===== src/rtl/uart_servo_pkg.sv =====
// Shared command codes, reply framing, FSM encodings and helpers for the UART servo controller.
package uart_servo_pkg;

  localparam logic [7:0] CMD_SET_US   = 8'h01;
  localparam logic [7:0] CMD_ENABLE   = 8'h02;
  localparam logic [7:0] CMD_STATUS   = 8'h03;
  localparam logic [7:0] CMD_COUNTERS = 8'h04;

  localparam logic [7:0] ACK = 8'h06;
  localparam logic [7:0] NAK = 8'h15;
  localparam logic [7:0] LF  = 8'h0A;

  localparam int unsigned US_W  = 16;
  localparam int unsigned PWM_W = 20;

  typedef enum logic [1:0] {
    R_CMD  = 2'd0,
    R_HI   = 2'd1,
    R_LO   = 2'd2,
    R_TERM = 2'd3
  } rx_state_t;

  typedef enum logic [1:0] {
    T_IDLE    = 2'd0,
    T_LOAD    = 2'd1,
    T_WAIT_HI = 2'd2,
    T_WAIT_LO = 2'd3
  } tx_state_t;

  typedef struct packed {
    logic [7:0]  status;
    logic [15:0] data;
  } reply_t;

  // Limit a requested pulse width to the accepted range.
  function automatic logic [US_W-1:0] clamp_us(input logic [US_W-1:0] v,
                                               input logic [US_W-1:0] lo,
                                               input logic [US_W-1:0] hi);
    logic [US_W-1:0] r;
    r = v;
    if (v < lo) r = lo;
    if (v > hi) r = hi;
    return r;
  endfunction

  // Select byte idx of a reply frame: status, data_hi, data_lo, terminator.
  function automatic logic [7:0] reply_byte(input reply_t r, input logic [1:0] idx);
    logic [7:0] b;
    case (idx)
      2'd0:    b = r.status;
      2'd1:    b = r.data[15:8];
      2'd2:    b = r.data[7:0];
      default: b = LF;
    endcase
    return b;
  endfunction

endpackage


===== src/rtl/uart_reply_seq.sv =====
// One-entry reply register plus the TX byte sequencer using the transmitter busy handshake.
module uart_reply_seq
  import uart_servo_pkg::*;
(
  input  logic        clk,
  input  logic        reset_uart,
  input  logic        reply_load,
  input  logic [7:0]  reply_status,
  input  logic [15:0] reply_data,
  output logic        reply_busy,
  input  logic        tx_busy,
  output logic        tx_en,
  output logic [7:0]  tx_data
);

  tx_state_t   state_q, state_d;
  reply_t      reply_q, reply_d;
  logic [1:0]  idx_q, idx_d;
  logic        tx_en_d;
  logic [7:0]  tx_data_d;
  logic        busy_d;

  // State and output registers; reset drops any pending reply immediately.
  always_ff @(posedge clk) begin
    if (reset_uart) begin
      state_q    <= T_IDLE;
      reply_q    <= '0;
      idx_q      <= 2'd0;
      tx_en      <= 1'b0;
      tx_data    <= 8'h00;
      reply_busy <= 1'b0;
    end else begin
      state_q    <= state_d;
      reply_q    <= reply_d;
      idx_q      <= idx_d;
      tx_en      <= tx_en_d;
      tx_data    <= tx_data_d;
      reply_busy <= busy_d;
    end
  end

  // Next-state: accept a reply only when idle, then strobe four bytes through the busy handshake.
  always_comb begin
    state_d   = state_q;
    reply_d   = reply_q;
    idx_d     = idx_q;
    tx_en_d   = 1'b0;
    tx_data_d = tx_data;
    case (state_q)
      T_IDLE: begin
        if (reply_load) begin
          reply_d.status = reply_status;
          reply_d.data   = reply_data;
          idx_d          = 2'd0;
          state_d        = T_LOAD;
        end
      end
      T_LOAD: begin
        if (!tx_busy) begin
          tx_en_d   = 1'b1;
          tx_data_d = reply_byte(reply_q, idx_q);
          state_d   = T_WAIT_HI;
        end
      end
      T_WAIT_HI: begin
        if (tx_busy) state_d = T_WAIT_LO;
      end
      T_WAIT_LO: begin
        if (!tx_busy) begin
          if (idx_q == 2'd3) begin
            state_d = T_IDLE;
          end else begin
            idx_d   = idx_q + 2'd1;
            state_d = T_LOAD;
          end
        end
      end
      default: state_d = T_IDLE;
    endcase
    busy_d = (state_d != T_IDLE);
  end

endmodule


===== src/rtl/uart_servo_ctrl.sv =====
// Frame parser and command executor between UART RX/TX byte streams and the servo PWM generator.
module uart_servo_ctrl
  import uart_servo_pkg::*;
#(
  parameter int unsigned CLK_PER_US        = 27,
  parameter int unsigned MIN_US            = 500,
  parameter int unsigned MAX_US            = 2500,
  parameter int unsigned DEFAULT_US        = 1500,
  parameter int unsigned FRAME_TIMEOUT_CYC = 2_700_000
)(
  input  logic             clk,
  input  logic             reset_uart,
  input  logic             rx_valid,
  input  logic [7:0]       rx_data,
  input  logic             tx_busy,
  output logic             tx_en,
  output logic [7:0]       tx_data,
  output logic [PWM_W-1:0] pwm_width,
  output logic             pwm_enable,
  output logic [7:0]       err_cnt,
  output logic [7:0]       drop_cnt,
  output logic [7:0]       control_leds
);

  localparam int unsigned TO_W = $clog2(FRAME_TIMEOUT_CYC + 1);

  rx_state_t        rx_state_q, rx_state_d;
  logic [7:0]       cmd_q, hi_q, lo_q;
  logic [TO_W-1:0]  idle_q;
  logic [US_W-1:0]  us_q;
  logic [US_W-1:0]  set_us_c;
  logic             frame_end_c, accept_c, bad_term_c, timeout_c;
  logic             reply_load_c;
  logic [7:0]       reply_status_c;
  logic [15:0]      reply_data_c;
  logic             reply_busy;

  assign frame_end_c = (rx_state_q == R_TERM) && rx_valid;
  assign accept_c    = frame_end_c && (rx_data == LF);
  assign bad_term_c  = frame_end_c && (rx_data != LF);
  assign timeout_c   = (rx_state_q != R_CMD) && !rx_valid &&
                       (idle_q == TO_W'(FRAME_TIMEOUT_CYC - 1));
  assign set_us_c    = clamp_us({hi_q, lo_q}, US_W'(MIN_US), US_W'(MAX_US));

  // RX state register.
  always_ff @(posedge clk) begin
    if (reset_uart) rx_state_q <= R_CMD;
    else            rx_state_q <= rx_state_d;
  end

  // RX next-state: advance on each byte; a timeout abandons the partial frame.
  always_comb begin
    rx_state_d = rx_state_q;
    case (rx_state_q)
      R_CMD:  if (rx_valid) rx_state_d = R_HI;
      R_HI:   if (rx_valid) rx_state_d = R_LO;   else if (timeout_c) rx_state_d = R_CMD;
      R_LO:   if (rx_valid) rx_state_d = R_TERM; else if (timeout_c) rx_state_d = R_CMD;
      R_TERM: if (rx_valid) rx_state_d = R_CMD;  else if (timeout_c) rx_state_d = R_CMD;
      default: rx_state_d = R_CMD;
    endcase
  end

  // Latch frame bytes and track idle time inside a frame.
  always_ff @(posedge clk) begin
    if (reset_uart) begin
      cmd_q  <= 8'h00;
      hi_q   <= 8'h00;
      lo_q   <= 8'h00;
      idle_q <= '0;
    end else begin
      if (rx_valid) begin
        case (rx_state_q)
          R_CMD:   cmd_q <= rx_data;
          R_HI:    hi_q  <= rx_data;
          R_LO:    lo_q  <= rx_data;
          default: ;
        endcase
      end
      if (rx_state_q == R_CMD || rx_valid || timeout_c) idle_q <= '0;
      else                                              idle_q <= idle_q + TO_W'(1);
    end
  end

  // Build the reply for a completed frame from the pre-update register values.
  always_comb begin
    reply_load_c   = frame_end_c;
    reply_status_c = NAK;
    reply_data_c   = 16'h0000;
    if (accept_c) begin
      reply_status_c = ACK;
      case (cmd_q)
        CMD_SET_US:   reply_data_c = set_us_c;
        CMD_ENABLE:   reply_data_c = {15'b0, lo_q[0]};
        CMD_STATUS:   reply_data_c = us_q;
        CMD_COUNTERS: reply_data_c = {err_cnt, drop_cnt};
        default: begin
          reply_status_c = NAK;
          reply_data_c   = {cmd_q, 8'h00};
        end
      endcase
    end
  end

  // Apply accepted commands; the width product follows one cycle later.
  always_ff @(posedge clk) begin
    if (reset_uart) begin
      us_q         <= US_W'(DEFAULT_US);
      pwm_width    <= PWM_W'(DEFAULT_US * CLK_PER_US);
      pwm_enable   <= 1'b0;
      control_leds <= 8'h00;
    end else begin
      if (accept_c) begin
        control_leds <= cmd_q;
        case (cmd_q)
          CMD_SET_US: us_q       <= set_us_c;
          CMD_ENABLE: pwm_enable <= lo_q[0];
          default: ;
        endcase
      end
      pwm_width <= PWM_W'(32'(us_q) * CLK_PER_US);
    end
  end

  // Saturating error and dropped-reply counters.
  always_ff @(posedge clk) begin
    if (reset_uart) begin
      err_cnt  <= 8'h00;
      drop_cnt <= 8'h00;
    end else begin
      if ((bad_term_c || timeout_c) && err_cnt != 8'hFF) err_cnt <= err_cnt + 8'd1;
      if (reply_load_c && reply_busy && drop_cnt != 8'hFF) drop_cnt <= drop_cnt + 8'd1;
    end
  end

  uart_reply_seq u_reply_seq (
    .clk          (clk),
    .reset_uart   (reset_uart),
    .reply_load   (reply_load_c),
    .reply_status (reply_status_c),
    .reply_data   (reply_data_c),
    .reply_busy   (reply_busy),
    .tx_busy      (tx_busy),
    .tx_en        (tx_en),
    .tx_data      (tx_data)
  );

endmodule


===== config.mk =====
export PLATFORM = sky130hd
export DESIGN_NAME = uart_servo_ctrl
export DESIGN_NICKNAME = d
export VERILOG_FILES = /design/src/rtl/uart_servo_pkg.sv /design/src/rtl/uart_reply_seq.sv /design/src/rtl/uart_servo_ctrl.sv
export SDC_FILE = /design/constraint.sdc
export NUM_CORES = 1
export LEC_CHECK = 0
export CAP_MARGIN = 5
export CORE_AREA = 2 2 138 126
export CTS_CLUSTER_SIZE = 16
export DETAILED_ROUTE_END_ITERATION = 8
export DIE_AREA = 0 0 140 128
export GPL_TIMING_DRIVEN = 1
export PLACE_DENSITY = 0.69
export RECOVER_POWER = 100
export SYNTH_ARGS = -nofsm -noshare
export SYNTH_HDL_FRONTEND = slang
export SYNTH_HIERARCHICAL = 1
export SYNTH_SLANG_ARGS = --single-unit

===== constraint.sdc =====
create_clock -name clk -period 5.95 [get_ports clk]
set_input_delay 1.19 -clock clk [delete_from_list [all_inputs] [get_ports clk]]
set_output_delay 1.19 -clock clk [all_outputs]
set_load 0.05 [all_outputs]

# Word-level counts from Yosys, hierarchy flattened
# Index checks and enable logic that the tools add are counted.
[word_totals]
in_bits = 12
output_inout_bits = 54
regBits = 147
word_cells = 102
[classes]
mul = 1
reduce_logical = 29
eq_ne = 22
magnitude_cmp = 2
mux = 24
bitwise_logic = 2
addsub = 4
[ops]
columns = ["op", "n"]
rows = [
  ["case mux 16 bit (4 select lines)", 1],
  ["2-to-1 mux 16 bit", 3],
  ["2-to-1 mux 2 bit", 12],
  ["case mux 8 bit (3 select lines)", 1],
  ["adder 22 x 1 -> 22 bit (second input constant)", 1],
  ["equality test 22 bit (second input constant)", 1],
  ["multiplier 16 x 5 -> 20 bit (second input constant)", 1],
  ["adder 8 x 1 -> 8 bit (second input constant)", 2],
  ["equality test 8 x 2 -> 1 bit (second input constant)", 2],
  ["greater-than comparator 16 x 12 -> 1 bit (second input constant)", 1],
  ["less-than comparator 16 x 9 -> 1 bit (second input constant)", 1],
  ["inequality test 8 bit (second input constant)", 2],
  ["case mux 2 bit (4 select lines)", 2],
  ["AND reduction 2 bit", 7],
  ["equality test 2 bit (second input constant)", 6],
  ["2-to-1 mux 5 bit", 2],
  ["equality test 8 x 1 -> 1 bit (second input constant)", 1],
  ["equality test 8 x 3 -> 1 bit (second input constant)", 1],
  ["equality test 8 x 4 -> 1 bit (second input constant)", 1],
  ["logical AND 1 bit", 8],
  ["inequality test 2 bit (second input constant)", 4],
  ["inequality test 8 x 4 -> 1 bit (second input constant)", 1],
  ["equality test 2 x 1 -> 1 bit (second input constant)", 3],
  ["logical NOT 2 bit", 3],
  ["other kinds (10)", 17],
]

# Logic depth before layout (Yosys ltp)
[logic_depth]
ltp_word = 6
mapped_depth = 13
mapped_depth_nobuf = 13

# Modules after synthesis
# The synthesis kept the hierarchy.
[by_module_without_submodules]
columns = ["mod", "seq_area_each_um2", "cells_each", "area_per_inst_um2", "instances"]
rows = [
  ["uart_servo_ctrl", 2182.1, 733, 6528.8, 1],
  ["uart_reply_seq", 760.7, 182, 1585.3, 1],
]

# Worst setup path after synthesis
# No wires, ideal clock.
[synth_path]
path_kind = "flip-flop to flip-flop"
from = "register us_q[2]"
to = "register pwm_width[16]"
n_path_buf = 0
required_ns = 5.822
stages_incl_launch_ff = 13
period_less_slack_ns = 3.402
setup_time_ns = 0.128
arrival_ns = 3.274
setup_slack_ns = 2.548
cell_sequence = "dfxtp_1 -> ha_1 -> fa_1 -> inv_1 -> fa_1 -> inv_1 -> ha_1 -> a21o_1 -> a221o_1 -> a21o_1 -> a221o_1 -> xnor2_1 -> nor2_1"
[synth_via]
elab_chain_cells = 1
[synth_lines]
columns = ["item", "line_no", "source"]
rows = [
  ["start: declaration", "uart_servo_ctrl.sv:30", "logic [US_W-1:0] us_q;"],
  ["start signal: assignment", "uart_servo_ctrl.sv:107", "us_q <= US_W'(DEFAULT_US);"],
  ["start signal: assignment", "uart_servo_ctrl.sv:115", "CMD_SET_US: us_q <= set_us_c;"],
  ["multiplier 16 x 5 -> 20 bit", "uart_servo_ctrl.sv:120", "pwm_width <= PWM_W'(32'(us_q) * CLK_PER_US);"],
  ["end signal: assignment", "uart_servo_ctrl.sv:108", "pwm_width <= PWM_W'(DEFAULT_US * CLK_PER_US);"],
  ["end signal: assignment", "uart_servo_ctrl.sv:120", ""],
  ["end: declaration", "uart_servo_ctrl.sv:18", "output logic [PWM_W-1:0] pwm_width,"],
]
# Every way passes these cells.
# A chain may end at the register's enable or synchronous reset.

==> summary.md <==
| Metric | Value |
|---|---|
| H-tree levels | 4 |
| Max-capacitance violation count | 1 |
| Post-Syn Area per Cell | 8.868 um2 |
| CTS sink count | 147 |
| Synth async-reset ratio | 0 |
| Post-route ant nets | 0 |
| CP Class | in -> reg |
| Final wirelength | about 19 mm |
| Via count | 6628 |
| Switching pwr | around 480 uW |
| Dpl cells | between 1000 and 1500 |
| Internal power | ~1.8 mW |
| Top FF cell, synth | dfxtp_1 |
| Pwr Density | 236.6 nW/um2 |
| Relative slew slack | -0.4659 |
| WP data required | roughly 6200 ps |
| Period utilization | 0.7151 |
| Global-route usage over all layers | 0.2110 |
| TritonRoute pass-1 iters | 9 |
| Vias in the first global route | 5990 |
| Crit path capture type | flop |
| Setup TNS | 0 ps |
| FP Rows | 45 |
| Post-CTS Repair Setup Buffers | 0 |
| CTS resizes | 0 |
| Clock transition at the registers of the reported paths | 60 ps |
| Global placement routability congestion | 0.8503 |
| Critical path launch point type | input port |
| CORE AREA | 16610 um2 |
| Clock Latency Late Sink | ~420 ps |
| Diodes inserted | 0 |
| #FFs+latches synth | 147 |
| Post-synth EDFFs | 0 |
| Status | complete, but fails checks |
| Slew Limit Fails | 54 |
| Data arrival time of the worst path | about 4500 ps |
| Sw Share | 0.2138 |
| RSZ-0062 raised after global routing | no |
| Sequential fraction of the synthesis area | 0.3627 |
| Worst reg-to-reg setup slack | between 2000 and 2500 ps |
| Final min period | 4255 ps |
| Final Non-Filler Cells | between 1000 and 1500 |
| Worst min-delay path class | reg -> reg |
| First-pass GRT wire length | 30.46 mm |
| Share of layout cells above drive strength 1 | 0.05973 |
| Final setup vio count | 0 |
| Die area | 17920 um2 |
| Synth warnings | 6 |
| Die width | roughly 140 um |
| Clock skew | ~6.6 ps |
| Hold Fails Final Rpt | 0 |
| Slew @ Worst Pin | 2199 ps |
| Syn Inst Count | 915 |
| Area grow syn2layout | 16.27% |
| Comb power frac | 0.041 |
| Largest net degree at the start of global routing | 77 |
| Hold buffers post-CTS | 0 |
| DRC errors left | 7 |
| Post-place setup slack | between 2000 and 2500 ps |
| Boundary pin count | between 60 and 70 |
| CTS Buf Count | 17 |
| Max IR drop VDD | 0.0002083 V |
| Max FO, Critical Path | 76 |
| Post-Syn Area | between 8000 and 9000 um2 |
| Fmax | 235.0 MHz |
| GRT overflow | 0 |
| Initial antenna violation count | 0 |
| CTS tree | yes |
| Post-DR wirelength/cell | 15.66 um |
| Worst Slack Setup Final | between 1500 and 2000 ps |
| Dpl hpwl | 13.29 mm |
| Final net count | between 1000 and 1500 |
| CTS root buf | clkbuf_16 |
| Detailed Route Iter0 Violations | 571 |
| Failing checks | design-rule violations, max-capacitance violations, max-slew violations |
| Starting Density | 0.4885 |
| Number of buffers inserted by port buffering | 65 |
| Fillers | 1491 |
| Clk pwr share | 0.508 |
| Design Power | 2.233 mW |
| Die Y | approximately 130 um |
| Vias per inst | 5.607 |
| Worst-case clock buffer depth | 2 |
| Distinct cells, synth | 75 |
| Sequential power share | 0.450 |
| Leak Pwr | 3.884 nW |
## worst max-delay path: stages
cell and delay, ps:
clkbuf_1 1530, clkbuf_2 1300, or3_1 360, o21ai_0 130
## synth_stat cells, types with 8 or more instances
| library cell | number | area share |
|---|---|---|
| a222oi_1 | 8 | 0.0099 |
| xnor2_1 | 19 | 0.021 |
| mux2i_1 | 26 | 0.032 |
| dfxtp_1 | 147 | 0.36 |
| nor2b_1 | 11 | 0.0085 |
| nor2_1 | 108 | 0.050 |
| ha_1 | 50 | 0.077 |
| nor3_1 | 12 | 0.0074 |
| nand3b_1 | 8 | 0.0074 |
| clkbuf_1 | 23 | 0.011 |
| and3_1 | 12 | 0.0093 |
| a21oi_1 | 71 | 0.044 |
| buf_2 | 11 | 0.0068 |
| inv_1 | 51 | 0.024 |
| nand2b_1 | 10 | 0.0077 |
| nand3_1 | 21 | 0.013 |
| nand4_1 | 14 | 0.011 |
| a221oi_1 | 8 | 0.0086 |
| nand2_1 | 99 | 0.046 |
| xor2_1 | 25 | 0.027 |
| o21ai_0 | 20 | 0.012 |
| fa_1 | 23 | 0.057 |
| a21o_1 | 10 | 0.0093 |
## final cells by class
class | count | area [um2] | area share
clock buffer | 25 | 515.5 | 0.05464
clock inverter | 7 | 118.9 | 0.01260
inverter | 51 | 191.4 | 0.02029
multi-input combinational | 673 | 4737 | 0.5021
sequential | 147 | 2943 | 0.3119
tap | 211 | 264.0 | 0.02798
timing repair buffer | 68 | 664.4 | 0.07042
## flip-flops by register name, summed over array words and instances, names as in the netlist
register and cells:
u_reply_seq/tx_data 8, u_reply_seq/state_q 2, rx_state_q 2, u_reply_seq/tx_en 1, hi_q 8, err_cnt 8, us_q 16, cmd_q 8
u_reply_seq/idx_q 2, control_leds 8, u_reply_seq/reply_q 24, u_reply_seq/reply_busy 1, drop_cnt 8, lo_q 8, idle_q 22, pwm_width 20
pwm_enable 1
## layout by cell type, fill, tap and decap left out, drive strengths merged, types with 4 or more instances in the layout
cell | Yosys | routed
clkbuf | 24 | 27
or2 | 4 | 4
nand2b | 10 | 10
a22oi | 7 | 7
a21oi | 71 | 71
dlygate4sd3 | 0 | 55
xor2 | 25 | 25
or4 | 4 | 4
nor4b | 8 | 8
fa | 23 | 23
clkdlybuf4s50 | 0 | 9
mux2i | 26 | 26
nor3 | 13 | 13
nor2 | 108 | 108
nand4 | 14 | 14
a222oi | 8 | 8
nand3b | 8 | 8
a221oi | 9 | 9
dfxtp | 147 | 147
mux2 | 6 | 6
a21o | 10 | 10
a211oi | 7 | 7
ha | 50 | 50
o211ai | 7 | 7
nor2b | 11 | 11
xnor2 | 19 | 19
a22o | 5 | 5
nand3 | 21 | 21
and4 | 4 | 4
and3 | 12 | 12
conb | 2 | 5
nor3b | 4 | 4
o21ai | 27 | 27
inv | 51 | 51
or3 | 5 | 5
nand2 | 100 | 100
## cell families (layout without fill, tap and decap cells)
kind of cell,Yosys count,count (layout),synth area share
mux,32,32,0.04040
buf+inv,98,151,0.05227
compound gates,181,181,0.1504
flops,147,147,0.3627
other cells,2,5,0.0009256
xor+xnor,44,44,0.04749
fa+ha+maj,73,73,0.1338
simple gates,338,338,0.2120
## metal layers
layer	global-route usage	vias up	share of wire
li1	-	3263	-
met1	0.3145	3170	0.51
met2	0.3083	182	0.43
met3	0.04894	13	0.057
met4	0.05288	0	0.0093
met5	0	-	0
## power groups by stage
stage | Clock [mW] | Sequential [mW] | Combinational (mW)
after global placement | 0 | 1.03 | 0.0914
after floorplan | 0 | 1.02 | 0.0683
after detailed placement | 0 | 1.03 | 0.0922
after CTS | 1.15 | 1.00 | 0.0929
final | 1.14 | 1.00 | 0.0926
after global routing | 1.20 | 1.01 | 0.101
## path summary, 6_finish.rpt
path,cells past startpoint,end,startpoint
max reg2reg,12,pwm_width[19]$_SDFF_PP0_,us_q[6]$_SDFFE_PP1P_
min,2,control_leds[4]$_SDFFE_PP0P_,control_leds[4]$_SDFFE_PP0P_
max,4,u_reply_seq/tx_data[5]$_SDFFE_PP0P_,reset_uart
min reg2reg,2,control_leds[4]$_SDFFE_PP0P_,control_leds[4]$_SDFFE_PP0P_
## per-stage QoR
step / hold WS, ps / util / instance area, um2
5_1_grt: 471.0 / 0.5680 / 9434
6_report: 450.5 / 0.5680 / 9434
4_1_cts: 456.8 / 0.5696 / 9462
3_5_place_dp: 448.6 / 0.5315 / 8827
3_3_place_gp: 441.8 / 0.5315 / 8827
2_1_floorplan: 426.2 / - / 8125
Power figures use the tool's default switching activity.
